[config.mk]
export PLATFORM = sky130hd
export DESIGN_NAME = pc_ctrl
export DESIGN_NICKNAME = d
export VERILOG_FILES = /design/src/rtl/cpu_pkg.sv /design/src/rtl/pc_addr_check.sv /design/src/rtl/pc_ctrl.sv
export SDC_FILE = /design/constraint.sdc
export NUM_CORES = 1
export LEC_CHECK = 0
export BUFFER_PORTS_ARGS = -buffer_cell sky130_fd_sc_hd__buf_2
export CORE_MARGIN = 2
export CORE_UTILIZATION = 36
export CTS_CLUSTER_SIZE = 8
export DETAILED_ROUTE_END_ITERATION = 6
export PLACE_DENSITY = 0.58
export SLEW_MARGIN = 0
export SYNTH_ARGS = -nofsm -noshare
export SYNTH_HDL_FRONTEND = slang
export SYNTH_SLANG_ARGS = --single-unit
[constraint.sdc]
create_clock -name clk -period 1.7 [get_ports clk]
set_clock_uncertainty 0.2 [all_clocks]
set_input_delay 0.34 -clock clk [delete_from_list [all_inputs] [get_ports clk]]
set_output_delay 0.34 -clock clk [all_outputs]
set_load 0.01 [all_outputs]
[src/rtl/cpu_pkg.sv]
// rtl/cpu_pkg.sv - shared CPU constants and fetch-control state encoding
package cpu_pkg;

    localparam logic [31:0] RESET_VEC_DEF  = 32'h0000_3000;
    localparam logic [31:0] EXC_VEC_DEF    = 32'h0000_4180;
    localparam logic [31:0] IMEM_BASE_DEF  = 32'h0000_3000;
    localparam logic [31:0] IMEM_LIMIT_DEF = 32'h0000_6FFC;

    // PEND means a redirect arrived during a stall and is waiting for en.
    typedef enum logic {
        PC_RUN  = 1'b0,
        PC_PEND = 1'b1
    } pc_state_t;

endpackage

[src/rtl/pc_addr_check.sv]
// rtl/pc_addr_check.sv - word-alignment and window check for an address
module pc_addr_check #(
    parameter int               WIDTH = 32,
    parameter logic [WIDTH-1:0] BASE  = 32'h0000_3000,
    parameter logic [WIDTH-1:0] LIMIT = 32'h0000_6FFC
) (
    input  logic [WIDTH-1:0] pc,
    output logic             adel
);

    assign adel = (pc[1:0] != 2'b00) || (pc < BASE) || (pc > LIMIT);

endmodule

[src/rtl/pc_ctrl.sv]
// rtl/pc_ctrl.sv - program counter with exception, eret and stall-buffered redirect
module pc_ctrl
    import cpu_pkg::*;
#(
    parameter int               WIDTH      = 32,
    parameter logic [WIDTH-1:0] RESET_VEC  = RESET_VEC_DEF,
    parameter logic [WIDTH-1:0] EXC_VEC    = EXC_VEC_DEF,
    parameter logic [WIDTH-1:0] IMEM_BASE  = IMEM_BASE_DEF,
    parameter logic [WIDTH-1:0] IMEM_LIMIT = IMEM_LIMIT_DEF,
    parameter int               STEP       = 4
) (
    input  logic             clk,
    input  logic             reset,
    input  logic             en,
    input  logic             redir_valid,
    input  logic [WIDTH-1:0] redir_target,
    input  logic             exc_req,
    input  logic             eret_req,
    input  logic [WIDTH-1:0] epc,
    output logic [WIDTH-1:0] pc,
    output logic             adel,
    output logic             redir_pending
);

    pc_state_t        state, state_next;
    logic [WIDTH-1:0] pc_q, pc_next;
    logic [WIDTH-1:0] pend_q, pend_next;

    always_ff @(posedge clk) begin
        if (reset) begin
            state  <= PC_RUN;
            pc_q   <= RESET_VEC;
            pend_q <= '0;
        end else begin
            state  <= state_next;
            pc_q   <= pc_next;
            pend_q <= pend_next;
        end
    end

    always_comb begin
        state_next = state;
        pc_next    = pc_q;
        pend_next  = pend_q;
        if (exc_req) begin
            pc_next    = EXC_VEC;
            pend_next  = '0;
            state_next = PC_RUN;
        end else if (eret_req) begin
            pc_next    = epc;
            pend_next  = '0;
            state_next = PC_RUN;
        end else if (en) begin
            // A live redirect wins over a buffered one; otherwise drain the buffer before stepping.
            if (redir_valid)
                pc_next = redir_target;
            else if (state == PC_PEND)
                pc_next = pend_q;
            else
                pc_next = pc_q + WIDTH'(STEP);
            state_next = PC_RUN;
        end else if (redir_valid) begin
            pend_next  = redir_target;
            state_next = PC_PEND;
        end
    end

    assign pc            = pc_q;
    assign redir_pending = (state == PC_PEND);

    pc_addr_check #(
        .WIDTH (WIDTH),
        .BASE  (IMEM_BASE),
        .LIMIT (IMEM_LIMIT)
    ) u_addr_check (
        .pc   (pc_q),
        .adel (adel)
    );

endmodule

# [Word-level counts from Yosys, hierarchy flattened]
# Cells that the tools add are included.
[totals] regBits=65 inputBits=70 out_inout_bits=34 word_cells=22
[classes] addsub=1 n_lt_le_gt_ge=2 mux=5 bitwise=1 reduce_logical=9
[ops] op="two-way mux 32 bit" count=4
[ops] op="adder 32 x 3 -> 32 bit (second input constant)" count=1
[ops] op="greater-than comparator 32 x 15 -> 1 bit (second input constant)" count=1
[ops] op="< comparator 32 x 14 -> 1 bit (second input constant)" count=1
[ops] op="two-way mux 15 bit" count=1
[ops] op="nonzero test 2 bit" count=2
[ops] op="OR reduction 4 bit" count=1
[ops] op="nonzero test 3 bit" count=1
[ops] op="OR reduction 3 bit" count=1
[ops] op="logical OR 1 bit" count=2
[ops] op="AND reduction 2 bit" count=1
[ops] op="OR reduction 2 bit" count=1
[ops] op="inverter 1 bit" count=1

# [Depth between registers and ports, before layout]
# Gate-level depths: netlist of run 1.
[depth] word_depth=6 ltp_mapped=7 mapped_depth_nobuf=6

# [Modules after synthesis]
# Synthesis of run 1 repeated with hierarchy kept, for this count alone.
[hier_totals] cells_unflattened=501 hier_area_um2=3741.1
[by_module_without_submodules] mod="pc_ctrl" n_inst=1 cells_per_inst=492 area_per_inst_um2=3686.0 seq_area_each_um2=1301.2
[by_module_without_submodules] mod="pc_addr_check" n_inst=1 cells_per_inst=9 area_per_inst_um2=55.1 seq_area_each_um2=0.0

# [Worst setup path before layout of run 1]
# No wires, ideal clock.
[synth_path] path_type="register -> register" start="register pc_q[21], in the netlist pc[21]" end="register pc_q[31], in the netlist pc[31]" setup_ps=127 t_arrival_ps=1586 t_required_ps=1373 setup_slack_ps=-213 stages_incl_launch_ff=6 n_path_buf=0 synth_period_minus_slack_ps=1913 path_cell_list="dfxtp_1 -> nand4_4 -> nor4_4 -> nand3_2 -> nand4_1 -> or3b_1"
[synth_via] elab_chain_cells=5
[synth_lines] element="from (decl)" line_no="pc_ctrl.sv:26" source="logic [WIDTH-1:0] pc_q, pc_next;"
[synth_lines] element="from (signal assigned)" line_no="pc_ctrl.sv:36" source="pc_q <= pc_next;"
[synth_lines] element="adder 32 x 3 -> 32 bit" line_no="pc_ctrl.sv:60" source="pc_next = pc_q + WIDTH'(STEP);"
[synth_lines] element="two-way mux 32 bit" line_no="pc_ctrl.sv:57" source="else if (state == PC_PEND)"
[synth_lines] element="two-way mux 32 bit" line_no="pc_ctrl.sv:55" source="if (redir_valid)"
[synth_lines] element="two-way mux 32 bit" line_no="pc_ctrl.sv:53" source="end else if (en) begin"
[synth_lines] element="two-way mux 32 bit" line_no="pc_ctrl.sv:49" source="end else if (eret_req) begin"
# Every way passes these cells. The select of a mux whose other input is x is not followed.
# A chain may end at the register's enable or synchronous reset.

# [Worst setup path in the final report of run 1]
[layout_path] start="register pc_q[12], in the netlist pc[12]" end="output port adel"
[layout_via] elab_chain_cells=3 word_cells_on_any_way=4 cone_classes="2 x order compare; 2 x reduce/logical"
[layout_lines] element="< comparator 32 x 14 -> 1 bit" line_no="pc_addr_check.sv:11" source="assign adel = (pc[1:0] != 2'b00) || (pc < BASE) || (pc > LIMIT);"
[layout_lines] element="logical OR 1 bit" line_no="pc_addr_check.sv:11"
[layout_lines] element="logical OR 1 bit *" line_no="pc_addr_check.sv:11"
[layout_lines] element="to (decl)" line_no="pc_ctrl.sv:21" source="output logic adel,"
# Mark *: on every way between the ends. The rest lies on a longest branch, timed or not.

==> results by stage, run 1 <==
Clock network:
- The H-tree was split into 3 levels.
- No sink is reached through more buffers than the 2 on the longest clock path.
- After clock tree synthesis, the clock-pin slew on the worst setup and hold paths is 0.08 ns.
- The clock tree from TritonCTS is built.
- The clock reaches the later pin of the worst-skew pair after 0.37 ns.
- The root buffer cell chosen for the clock tree is sky130_fd_sc_hd__clkbuf_8.
- The number of hold buffers added after CTS was 0.
- The number of buffers created by CTS is 9.
- The total clock sinks is 65.

Setup path:
- The worst setup path is captured at an output pin.
- Data on the critical path arrives at its endpoint at 1.49 ns.
- In this run the worst path has a maximum fanout of 2.
- Data on the critical path is required at its endpoint by 1.16 ns.
- The worst flop-to-flop path endpoint is pc[25]$_SDFFE_PP0P_.
- The worst setup path is launched from a flip-flop.
- The startpoint of the worst register-to-register path is pc[12]$_SDFFE_PP1P_.
- The critical path start-end classification is flip-flop to output pin.
- The setup check on the worst reg-to-reg path leaves a slack of -0.15 ns.
- The cell count of the worst reg-to-reg path is 8.

Pwr:
- The share of total power dissipated in sequential elements is 0.408.
- Internal power comes to 0.002769 W.
- In this run the static leakage power is 2.540 nW.
- The combinational cell fraction of total power is 0.220.
- Power spread over the standard cell area amounts to 664.3 mW/mm2.
- The total net switching power is 0.001207 W.
- The worst-case vdd ir drop is 0.3744 mV.
- The net switching fraction of the power is 0.3036.
- The share of total power dissipated in the clock network is 0.372.

Floorplanning:
- The total I/O pin count is 104.
- The standard cell core area is 0.01037 mm2.
- The placement row count is 37.
- The die is 107.5 um tall.
- The initial cell density of the core is 0.3719.
- The die outline area is 0.01156 mm2.
- The die is 107.5 um wide.

Yosys:
- Synthesis produced 524 cells.
- The async set-reset flop share out of synthesis is 0.
- After synthesis, the most frequently instantiated cells are sky130_fd_sc_hd__nand2_1 (96), sky130_fd_sc_hd__dfxtp_1 (65), sky130_fd_sc_hd__a21oi_1 (61).
- After synthesis, the netlist uses 59 different library cells.
- The largest area contributor in the synthesized netlist is sky130_fd_sc_hd__dfxtp_1.
- The share of synthesized area occupied by flip-flops and latches is 0.3374.
- The most frequently used cell type in the post-synthesis netlist is sky130_fd_sc_hd__nand2_1.
- The number of synthesized flops with an enable pin is 0.
- The warning count from the yosys run is 0.
- For this run, the leading register cell type out of synthesis is sky130_fd_sc_hd__dfxtp_1.
- Of the post-synthesis cell area, the dominant cell type holds 0.3374.
- By area the synthesized netlist is led by sky130_fd_sc_hd__dfxtp_1 (34%), sky130_fd_sc_hd__nand2_1 (9.3%), sky130_fd_sc_hd__a21oi_1 (7.9%), sky130_fd_sc_hd__a221oi_1 (3.2%), sky130_fd_sc_hd__nor2_1 (2.6%).
- The net count after synthesis is 595.
- After synthesis the cells add up to 0.003856 mm2.
- Counting flops and latches in the post-synthesis netlist gives 65.
- The mean area per synthesized cell is 7.359 um2.

Drt:
- In the routed design, unresolved DRC markers number 0.
- The first-pass detailed-route iteration total is 5.
- Dividing the detail-routed wire length by the instance count gives 18.19 um.
- The remaining antenna violation count is 0.
- The detailed router finished its first iteration with 309 violations.
- The wire length reported by the detailed router is 15610 um.
- The post-detailed-route via-to-cell ratio is 5.653.
- The detailed router placed 4850 vias in this run.

Cells and area:
- From synthesis to final layout, the design area changed by 55.22%.
- The finished cells cover 0.005986 mm2.
- The count of filler cells inserted in the layout is 974.
- The count of cells in the finished layout, fillers not included, comes to 858.
- The ratio of cells with drive above 1 in the final layout is 0.4460.
- After the last flow step, the layout net total stands at 788.
- The number of antenna diodes is 0.

STA:
- The hold violation count in the final report came to 0.
- The final critical path time including I/O delays and setup is 2.034 ns.
- In this run the tightest slew margin relative to its limit is 0.7701.
- Derived from the worst setup path, the maximum achievable clock frequency is 0.4918 GHz.
- The max-slew violation count is 0.
- The part of the cycle the worst path needs is 1.196.
- The slew at the pin closest to its max-slew limit is 0.3448 ns.
- Setup violations remaining at the end of the flow were counted as 10.
- Setup slack on the critical path of the routed design comes to -0.3335 ns.
- Setup repair after global routing could not meet its margin everywhere.

Worst hold path:
- The depth of the worst hold-timing path is 3.
- The hold-critical path endpoint is pc[2]$_SDFFE_PP0P_.
- The worst hold path class is input port to flip-flop.
- The startpoint of the worst hold path is epc[2].

Place:
- The cell total after placement is 830.
- The post-DP HPWL is 11530 um.
- Buffers placed on the I/O ports in this run total 103.
- The total placed instance area is 0.005306 mm2.
- The routability congestion estimate is 0.8839.

GRT:
- Entering global routing, the biggest net connects 32 pins.
- Across every metal layer, demand over resource in global routing totals 0.2703.
- After global routing the overflow that remains totals 0.
- The via count of the first global-routing pass is 4725.
- The initial antenna violation count is 0.
- The wire length of the first global-routing pass is 24290 um.

Outcome:
- The final reports fail on negative setup slack.
- The flow ran to the end, but the final reports show violations.

Run:
- The count of maximum capacitance violations is 0.
## through the flow
stage                     setup WS (ns)    util  total power [W]  hold WS (ns)  TNS [ns]
after floorplan                -0.05581       -         0.002014        0.2193  -0.05581
after global placement          -0.1433  0.5117         0.002430        0.2422    -4.375
after detailed placement        -0.2358  0.5117         0.002437        0.2464    -4.710
after CTS                       -0.3177  0.5486         0.003927      0.004111   -0.5531
after global routing            -0.3875  0.5772         0.004133       0.02370    -1.803
final                           -0.3335  0.5772         0.003976      0.005701   -0.8257
## power by group through the flow
stage | clock, W | combinational, W | sequential (W)
3_5_place_dp | 0 | 0.000782 | 0.00165
6_report | 0.00148 | 0.000873 | 0.00162
5_1_grt | 0.00157 | 0.000938 | 0.00163
3_3_place_gp | 0 | 0.000777 | 0.00165
4_1_cts | 0.00149 | 0.000822 | 0.00162
2_1_floorplan | 0 | 0.000331 | 0.00168
## worst max-delay path: stages, from the launching register on
cell and delay [ns]:
sky130_fd_sc_hd__dfxtp_2 0.33, sky130_fd_sc_hd__buf_4 0.13, sky130_fd_sc_hd__and2_4 0.15, sky130_fd_sc_hd__xnor2_4 0.13, sky130_fd_sc_hd__nor2_2 0.14, sky130_fd_sc_hd__nand4_1 0.10
sky130_fd_sc_hd__buf_2 0.16
## layout make-up
class / instances / area (um2) / area share
well taps: 136 / 170.2 / 0.02843
clock inverters: 4 / 50.05 / 0.008361
repair buffers: 223 / 1535 / 0.2565
inverters: 12 / 48.80 / 0.008152
multi-input cells: 406 / 2663 / 0.4448
flip-flops and latches: 65 / 1354 / 0.2262
clock buffers: 12 / 165.2 / 0.02759
## registers in the layout (all words and copies together) (netlist names), named ones only
signal	cells
pend_q	32
redir_pending	1
pc	30
## worst max path at each step
stage | from | endpoint | cells after the start
2_1_floorplan | pc[20]$_SDFFE_PP0P_ | pc[31]$_SDFFE_PP0P_ | 5
6_report | pc[12]$_SDFFE_PP1P_ | adel | 6
4_1_cts | pc[12]$_SDFFE_PP1P_ | adel | 6
5_1_grt | pc[12]$_SDFFE_PP1P_ | adel | 6
3_5_place_dp | redir_valid | pc[10]$_SDFFE_PP0P_ | 6
3_3_place_gp | redir_valid | flip-flop | 8
## logic make-up (layout without fill, tap and decap cells)
kind of cell | after synthesis | count (layout) | synth area share
adders and majority gates | 1 | 1 | 0.003244
buffers and inverters | 53 | 251 | 0.05483
muxes | 6 | 6 | 0.01590
xor gates and xnor gates | 17 | 17 | 0.03861
AOI/OAI and AO/OA | 159 | 159 | 0.2612
and+or+nand+nor | 223 | 223 | 0.2888
DFF | 65 | 65 | 0.3374
## layer usage
layer / routed length, um / part of all wire / GRT usage / up-vias
met5: 0 / 0 / 0 / -
met4: 221 / 0.014 / 0.08791 / 0
met3: 1202 / 0.077 / 0.05448 / 24
met2: 7112 / 0.46 / 0.4214 / 228
met1: 7075 / 0.45 / 0.3730 / 2299
li1: - / - / - / 2299
## what timing repair did
action                                  CTS  global route
resized for setup                        31            56
setup buffers                             4             7
pin swaps                                13            33
endpoints found under the hold margin     0             0
endpoints found under the setup margin   24            28
cloned                                    1             0
## cells in the final DEF, fill, tap and decap left out, types with 6 or more instances in the layout
cell / netlist / final
sky130_fd_sc_hd__a221oi_2: 0 / 7
sky130_fd_sc_hd__nor2_1: 27 / 25
sky130_fd_sc_hd__nand2b_1: 6 / 6
sky130_fd_sc_hd__buf_4: 0 / 104
sky130_fd_sc_hd__nand2_1: 96 / 92
sky130_fd_sc_hd__dfxtp_4: 0 / 10
sky130_fd_sc_hd__xnor2_1: 9 / 7
sky130_fd_sc_hd__o21ai_1: 8 / 10
sky130_fd_sc_hd__dfxtp_1: 65 / 43
sky130_fd_sc_hd__or3_1: 7 / 7
sky130_fd_sc_hd__a31oi_1: 10 / 8
sky130_fd_sc_hd__clkbuf_8: 0 / 12
sky130_fd_sc_hd__buf_6: 0 / 11
sky130_fd_sc_hd__xor2_1: 8 / 8
sky130_fd_sc_hd__o211ai_1: 11 / 11
sky130_fd_sc_hd__buf_2: 10 / 102
sky130_fd_sc_hd__inv_1: 11 / 11
sky130_fd_sc_hd__nand3_1: 20 / 18
sky130_fd_sc_hd__nor3_1: 16 / 11
sky130_fd_sc_hd__a21oi_1: 61 / 59
sky130_fd_sc_hd__a221oi_1: 14 / 7
sky130_fd_sc_hd__dfxtp_2: 0 / 12
sky130_fd_sc_hd__buf_12: 0 / 6
sky130_fd_sc_hd__nand4_1: 10 / 10
sky130_fd_sc_hd__o21ai_0: 19 / 15
Note: power is estimated with default switching activity, not from simulation.
==> run 2: changes to the inputs <==
--- a/config.mk
+++ b/config.mk
@@ -5,7 +5,7 @@
 export SDC_FILE = /design/constraint.sdc
 export NUM_CORES = 1
 export LEC_CHECK = 0
-export BUFFER_PORTS_ARGS = -buffer_cell sky130_fd_sc_hd__buf_2
+export BUFFER_PORTS_ARGS = -buffer_cell sky130_fd_sc_hd__buf_4
 export CORE_MARGIN = 2
 export CORE_UTILIZATION = 36
 export CTS_CLUSTER_SIZE = 8
==> results by stage, run 2 (synthesized netlist as in run 1, its figures left out) <==
Clock network:
- The clock net in this run drives a total of 65 sinks.
- The clock tree from TritonCTS is built.
- The clock slew seen by the registers of the worst setup and hold paths is 0.08 ns.
- The insertion delay to the later sink of the worst-skew pair is 0.36 ns.
- The clock tree buffer depth is 2.
- The number of levels in the clock H-tree is 3.
- The clock root buffer master is sky130_fd_sc_hd__clkbuf_8.
- The number of clock buffers added by TritonCTS is 9.

Outcome:
- The flow ran to the end, but the final reports show violations.
- The final reports fail on negative setup slack.

Floorplanning:
- The core region is 0.01037 mm2.
- The die is 107.5 um wide.
- The placement row count is 37.
- For this configuration, the core starts out at a cell density of 0.3719.
- The total I/O pin count is 104.
- Measured along the y axis, the die boundary spans 107.5 um.
- The die covers 0.01156 mm2.

GRT:
- The via count of the first global-routing pass was 4461.
- The initial antenna violation count is 0.
- The global-route total usage across every layer is 0.2698.
- The overall overflow remaining after global route is 0.
- The first global-routing pass estimated 23990 um of wire.
- The largest net degree at the start of global routing is 27.

STA:
- The number of endpoints failing setup at the final stage is 8.
- The hold violation count in the final report was 0.
- The max-slew violation count is 0.
- At the pin with the least slew margin, the transition time is 0.3485 ns.
- Setup repair after global routing could not meet its margin everywhere.
- Of the available clock period, the critical path in the final layout requires 1.197.
- The headroom to the max-slew limit is 0.7677.
- Once routing completed, OpenROAD measured the worst setup slack at -0.3349 ns.
- The maximum clock frequency is 0.4914 GHz.
- The final critical path time including I/O delays and setup is 2.035 ns.

Cells and area:
- The ratio of cells with drive above 1 in the final layout is 0.4356.
- The area growth from synthesis to layout is 61.36%.
- The total number of nets in the final design is 796.
- Measured on the finished design, the core utilization comes to 0.6000.
- The repair_antennas step left the layout with diodes totalling 0.
- The count of filler cells inserted in the layout is 960.
- The final cell count without fillers is 866.
- The largest register by flop count is pend_q.
- The footprint of the flip-flops and latches is 0.001350 mm2.
- The library cell used most frequently in the layout, excluding fill and tap cells, is sky130_fd_sc_hd__buf_4.
- With fillers left out, the area of the finished cells amounts to 0.006222 mm2.
- The register with the most flip-flops in the layout has 32 of them.
- The library cells used most frequently in the layout, excluding fill and tap cells, are sky130_fd_sc_hd__buf_4 (216), sky130_fd_sc_hd__nand2_1 (93), sky130_fd_sc_hd__a21oi_1 (59).
- The multi-input combinational cells in the finished layout cover a total of 0.002641 mm2.

Drt:
- Once detail routing completed, the nets flagged for antenna violations numbered 0.
- The wire length reported by the detailed router is 15800 um.
- In this run, the number of DRC markers left after iteration 0 of detailed routing was 324.
- In the final routed layout, each cell accounts on average for 18.25 um.
- Dividing the detail-routed via count by the number of cells gives 5.545.
- The total vias in the final route is 4802.
- Before antenna repair, the detailed router went through 5 iterations.
- The remaining design rule violation count is 0.

Pwr:
- Power spread over the standard cell area amounts to 611.5 mW/mm2.
- The leakage power is 2.595 nW.
- IR analysis of the VDD net gives a maximum drop of 0.3163 mV.
- The total chip power is 0.003805 W.

Setup path:
- The worst setup path is captured at an output pin.
- The setup path with the least slack is of type flip-flop to output pin.
- The cell class contributing the biggest share of worst-path delay is simple AND/OR/NAND/NOR gates.
- The largest fanout of any net on the critical path is 3.
- The critical path data required time is 1.16 ns.
- Data arrives at the worst endpoint at 1.49 ns.
- The largest incremental delay on the critical path is 0.36 ns.
- STA classifies the critical path startpoint as a flip-flop.
- The worst path buffer plus inverter count is 1.
- Walking the worst path, the cells encountered are nor4_2, nand2_1, nor2_2, nand4_1, buf_4.
- Among all stages on the critical path, the largest delay is contributed by sky130_fd_sc_hd__dfxtp_4.

Run:
- The count of maximum capacitance violations is 0.

Worst hold path:
- The path class of the tightest hold or removal check is input port to flip-flop.

Place:
- The post-DP HPWL is 11820 um.
- In this run the tool buffered the top-level ports with 103 buffer cells.
- Counting tap cells, the placed design contains a total of 835 instances.
- The total placed instance area is 0.005614 mm2.
- The congestion estimate from routability-driven global placement came to 0.9240.
## run 2: cell count changes in the layout (fill, tap and decap cells not counted), sizes merged
cell / before / now
dlygate4sd3: 0 / 1
bufinv: 1 / 0
clkinv: 1 / 3
clkinvlp: 3 / 2
buf: 223 / 230
## run 2: worst min-delay path: cells and delay by family
family / cells / cell delay [ns]
AO/OA/AOI/OAI: 2 / 0.13
buffers and inverters: 1 / 0.08
## run 2: power by group
part,switching (W),internal [W],total [W],leakage (nW)
registers,0.0000519,0.00157,0.00162,0.540
clock network,0.000654,0.000570,0.00122,0.0826
logic,0.000472,0.000487,0.000959,1.97
total,0.00118,0.00263,0.00380,2.59
## run 2: final timing paths
kind,start,endpoint,slack [ns],depth (start not counted)
hold / removal,epc[28],pc[28]$_SDFFE_PP0P_,0.02,3
hold reg to reg,pend_q[29]$_SDFFE_PP0P_,pend_q[29]$_SDFFE_PP0P_,0.26,2
setup / recovery,pc[21]$_SDFFE_PP0P_,adel,-0.33,5
setup reg to reg,pc[24]$_SDFFE_PP0P_,pc[31]$_SDFFE_PP0P_,-0.09,5
## run 2: cell type report
class	count	share of cell area
clock inverter	4	0.004625
inverter	12	0.007239
clock buffer	12	0.02333
sequential	65	0.2170
multi-input combinational	406	0.4245
tap	136	0.02735
timing repair buffer	231	0.2960
## run 2: stage by stage
step	TNS [ns]	hold slack (ns)	worst slack (ns)
final	-0.6132	0.02132	-0.3349
after global routing	-1.421	0.02536	-0.4113
after CTS	-0.4148	0.01556	-0.3373
after detailed placement	-1.370	0.2458	-0.1372
after global placement	-0.8223	0.2407	-0.08106
after floorplan	-0.05581	0.2193	-0.05581
## run 2: layer usage
metal  GRT usage  vias to the layer above  part of all wire
met3     0.02906                       22             0.070
met2      0.4093                      192              0.47
met1      0.3950                     2274              0.45
met5           0                        -                 0
li1            -                     2314                 -
met4     0.09341                        0             0.017
## run 2: timing repair
item / CTS / global route
pin swaps: 7 / 24
endpoints found under the setup margin: 20 / 26
hold endpoints to repair: 1 / 0
hold buffers: 1 / 0
resized for setup: 28 / 47
setup buffers: 1 / 11
gates cloned: 0 / 2
==> run 3: changes to the inputs <==
--- a/config.mk
+++ b/config.mk
@@ -6,6 +6,7 @@
 export NUM_CORES = 1
 export LEC_CHECK = 0
 export BUFFER_PORTS_ARGS = -buffer_cell sky130_fd_sc_hd__buf_4
+export CORE_ASPECT_RATIO = 1.25
 export CORE_MARGIN = 2
 export CORE_UTILIZATION = 36
 export CTS_CLUSTER_SIZE = 8
==> results by stage, run 3 (synthesized netlist as in run 1, its figures left out) <==
Setup path:
- The nature of the critical path endpoint is an output pin.
- Data on the critical path is required at its endpoint by 1.16 ns.
- In this run the worst path has a maximum fanout of 2.
- The worst setup path is launched from a flip-flop.
- The data arrival time of the critical path is 1.46 ns.
- The critical path start-end classification is flip-flop to output pin.
- The worst flop-to-flop path endpoint is pc[31]$_SDFFE_PP0P_.
- The startpoint of the worst register-to-register path is pc[21]$_SDFFE_PP0P_.
- Measured in cells, the most critical reg-to-reg path has a length of 6.
- The register-to-register path setup slack is -0.11 ns.

Drt:
- For this block, the via count after detailed routing is 4904.
- In the routed layout, each cell is associated on average with a via count of 5.630.
- The first detailed-routing pass took 6 iterations.
- For this block, the routed nets add up to 15930 um of wire.
- The first routing iteration left 370 violations.
- In the routed design, unresolved DRC markers number 0.
- After detailed routing, the average wire length per cell comes to 18.29 um.
- The count of nets left with antenna violations once routing finished came out at 0.

Pwr:
- The total chip power is 0.004531 W.
- The worst-case vdd ir drop is 0.4961 mV.
- The leakage power is 2.815 nW.
- For this design the ratio of total power to cell area is 701.6 mW/mm2.

STA:
- The hold violation count in the final report came to 0.
- The part of the cycle the worst path needs is 1.179.
- The slew at the pin closest to its max-slew limit is 0.4128 ns.
- Setup repair after global routing could not meet its margin everywhere.
- For this run, the top clock speed supported by timing is 0.4991 GHz.
- The final critical path time including I/O delays and setup is 2.003 ns.
- The max-slew violation count came to 0.
- In the post-route analysis, the smallest setup slack over all paths is -0.3035 ns.
- Headroom to the max-slew limit came out at 0.7248.
- Setup violations remaining at the end of the flow were counted as 11.

Clock network:
- The total clock sinks is 65.
- The clock tree from TritonCTS is built.
- The H-tree generated during clock tree synthesis spans 3 levels.
- The clock slew seen by the registers of the worst setup and hold paths is 0.06 ns.
- The number of clock buffers added by TritonCTS is 9.
- The clock root buffer master is sky130_fd_sc_hd__clkbuf_16.
- Clock latency on the worst-skew pair, taken at its later pin, is 0.33 ns.
- The clock tree buffer depth is 2.

Floorplanning:
- Measured along the x axis, the die boundary spans 96.57 um.
- The core region is 0.01051 mm2.
- The placement row count is 42.
- In this run the vertical extent of the chip is 119.7 um.
- The total I/O pin count is 104.
- The die outline area is 0.01156 mm2.
- The initial cell density of the core is 0.3669.

GRT:
- The global-route total usage across every layer is 0.2744.
- The initial antenna violation count is 0.
- The largest net degree at the start of global routing is 32.
- The first global-routing pass estimated 24190 um of wire.
- The via count of the first global-routing pass came to 4585.
- The overall overflow remaining after global route is 0.

Outcome:
- The run finished, with violations left.
- The final reports fail on negative setup slack.

Place:
- The routability congestion estimate is 0.9664.
- Counting tap cells, the placed design contains a total of 836 instances.
- The number of port buffers is 103.
- Detailed placement ended at an HPWL of 11720 um.
- Summing all placed instances gives a cell area of 0.005622 mm2.

Cells and area:
- The number of antenna diodes is 0.
- The cell area after layout is 0.006457 mm2.
- Leaving out fill and tap cells, the most frequent cell in the layout is sky130_fd_sc_hd__buf_4.
- In the layout the commonest cells are sky130_fd_sc_hd__buf_4 (215), sky130_fd_sc_hd__nand2_1 (92), sky130_fd_sc_hd__a21oi_1 (60).
- In the final design database the tool counted 805 nets.
- The register with the most flip-flops in the layout has 32 of them.
- The ratio of cells with drive above 1 in the final layout is 0.4411.
- The signed area change from the synthesized netlist to the final layout is 67.46%.
- Ranked by flip-flop count, first place goes to pend_q.
- For this run, the number of standard cells in the final layout without fillers is 871.

Worst hold path:
- The path with the worst hold slack has its endpoint at pc[4]$_SDFFE_PP0P_.
- The worst hold path class is input port to flip-flop.
- The startpoint of the worst hold path is epc[4].
- Counting instances, the worst hold path has a depth of 3.

Run:
- The count of maximum capacitance violations is 0.
## run 3: cell count changes in the layout (fill, tap and decap cells not counted), sizes merged
cell and delta:
buf +9, bufinv +1, clkbuf +3, clkinv -1
clkinvlp -2, dlygate4sd3 -1
## run 3: critical path, stage by stage (launching register included)
cell	delay, ns
sky130_fd_sc_hd__dfxtp_4	0.36
sky130_fd_sc_hd__nor4_4	0.27
sky130_fd_sc_hd__nand2_1	0.12
sky130_fd_sc_hd__nor2_2	0.13
sky130_fd_sc_hd__nand4_1	0.09
sky130_fd_sc_hd__buf_4	0.16
## run 3: worst max path at each step
stage | depth (start not counted) | endpoint | slack (ns) | startpoint
detailed placement | 7 | pc[20]$_SDFFE_PP0P_ | -0.11 | eret_req
global placement | 7 | pc[20]$_SDFFE_PP0P_ | -0.1 | eret_req
global route | 5 | adel | -0.33 | pc[21]$_SDFFE_PP0P_
floorplan | 5 | pc[31]$_SDFFE_PP0P_ | -0.06 | pc[20]$_SDFFE_PP0P_
finish | 5 | adel | -0.30 | pc[21]$_SDFFE_PP0P_
CTS | 5 | adel | -0.26 | pc[25]$_SDFFE_PP0P_
## run 3: metal layers
metal	global-route usage	part of all wire
met1	0.3788	0.43
met2	0.4340	0.48
met3	0.04331	0.065
met4	0.08979	0.022
met5	0	0
## run 3: area by class of cell
cell class	instances	area (um2)
fillers	933	4053
repair buffers	240	1948
flip-flops and latches	65	1355
multi-input cells	406	2635
inverters	12	45.04
well taps	132	165.2
clock buffers	14	274.0
clock inverters	2	35.03
## run 3: power breakdown
group	switching [W]	internal (W)	leakage (nW)
combinational	0.000478	0.000488	2.12
clock	0.000686	0.00125	0.153
sequential	0.0000525	0.00157	0.541
total	0.00122	0.00331	2.82
## run 3: repair_timing
action | 4_1_cts | 5_1_grt
pin swaps | 25 | 30
hold buffers | 0 | 0
setup endpoints to repair | 21 | 29
resized for setup | 37 | 51
setup buffers | 11 | 10
cloned | 0 | 1
## run 3: metrics by stage
step	TNS [ns]	setup WS [ns]	util	hold slack [ns]
after floorplan	-0.05581	-0.05581	-	0.2193
after global placement	-0.9989	-0.09586	0.5349	0.2398
after detailed placement	-1.491	-0.1063	0.5349	0.2438
after CTS	-0.9795	-0.2581	0.5855	0.03507
after global routing	-1.706	-0.3302	0.6144	0.05240
final	-0.6868	-0.3035	0.6144	0.03969
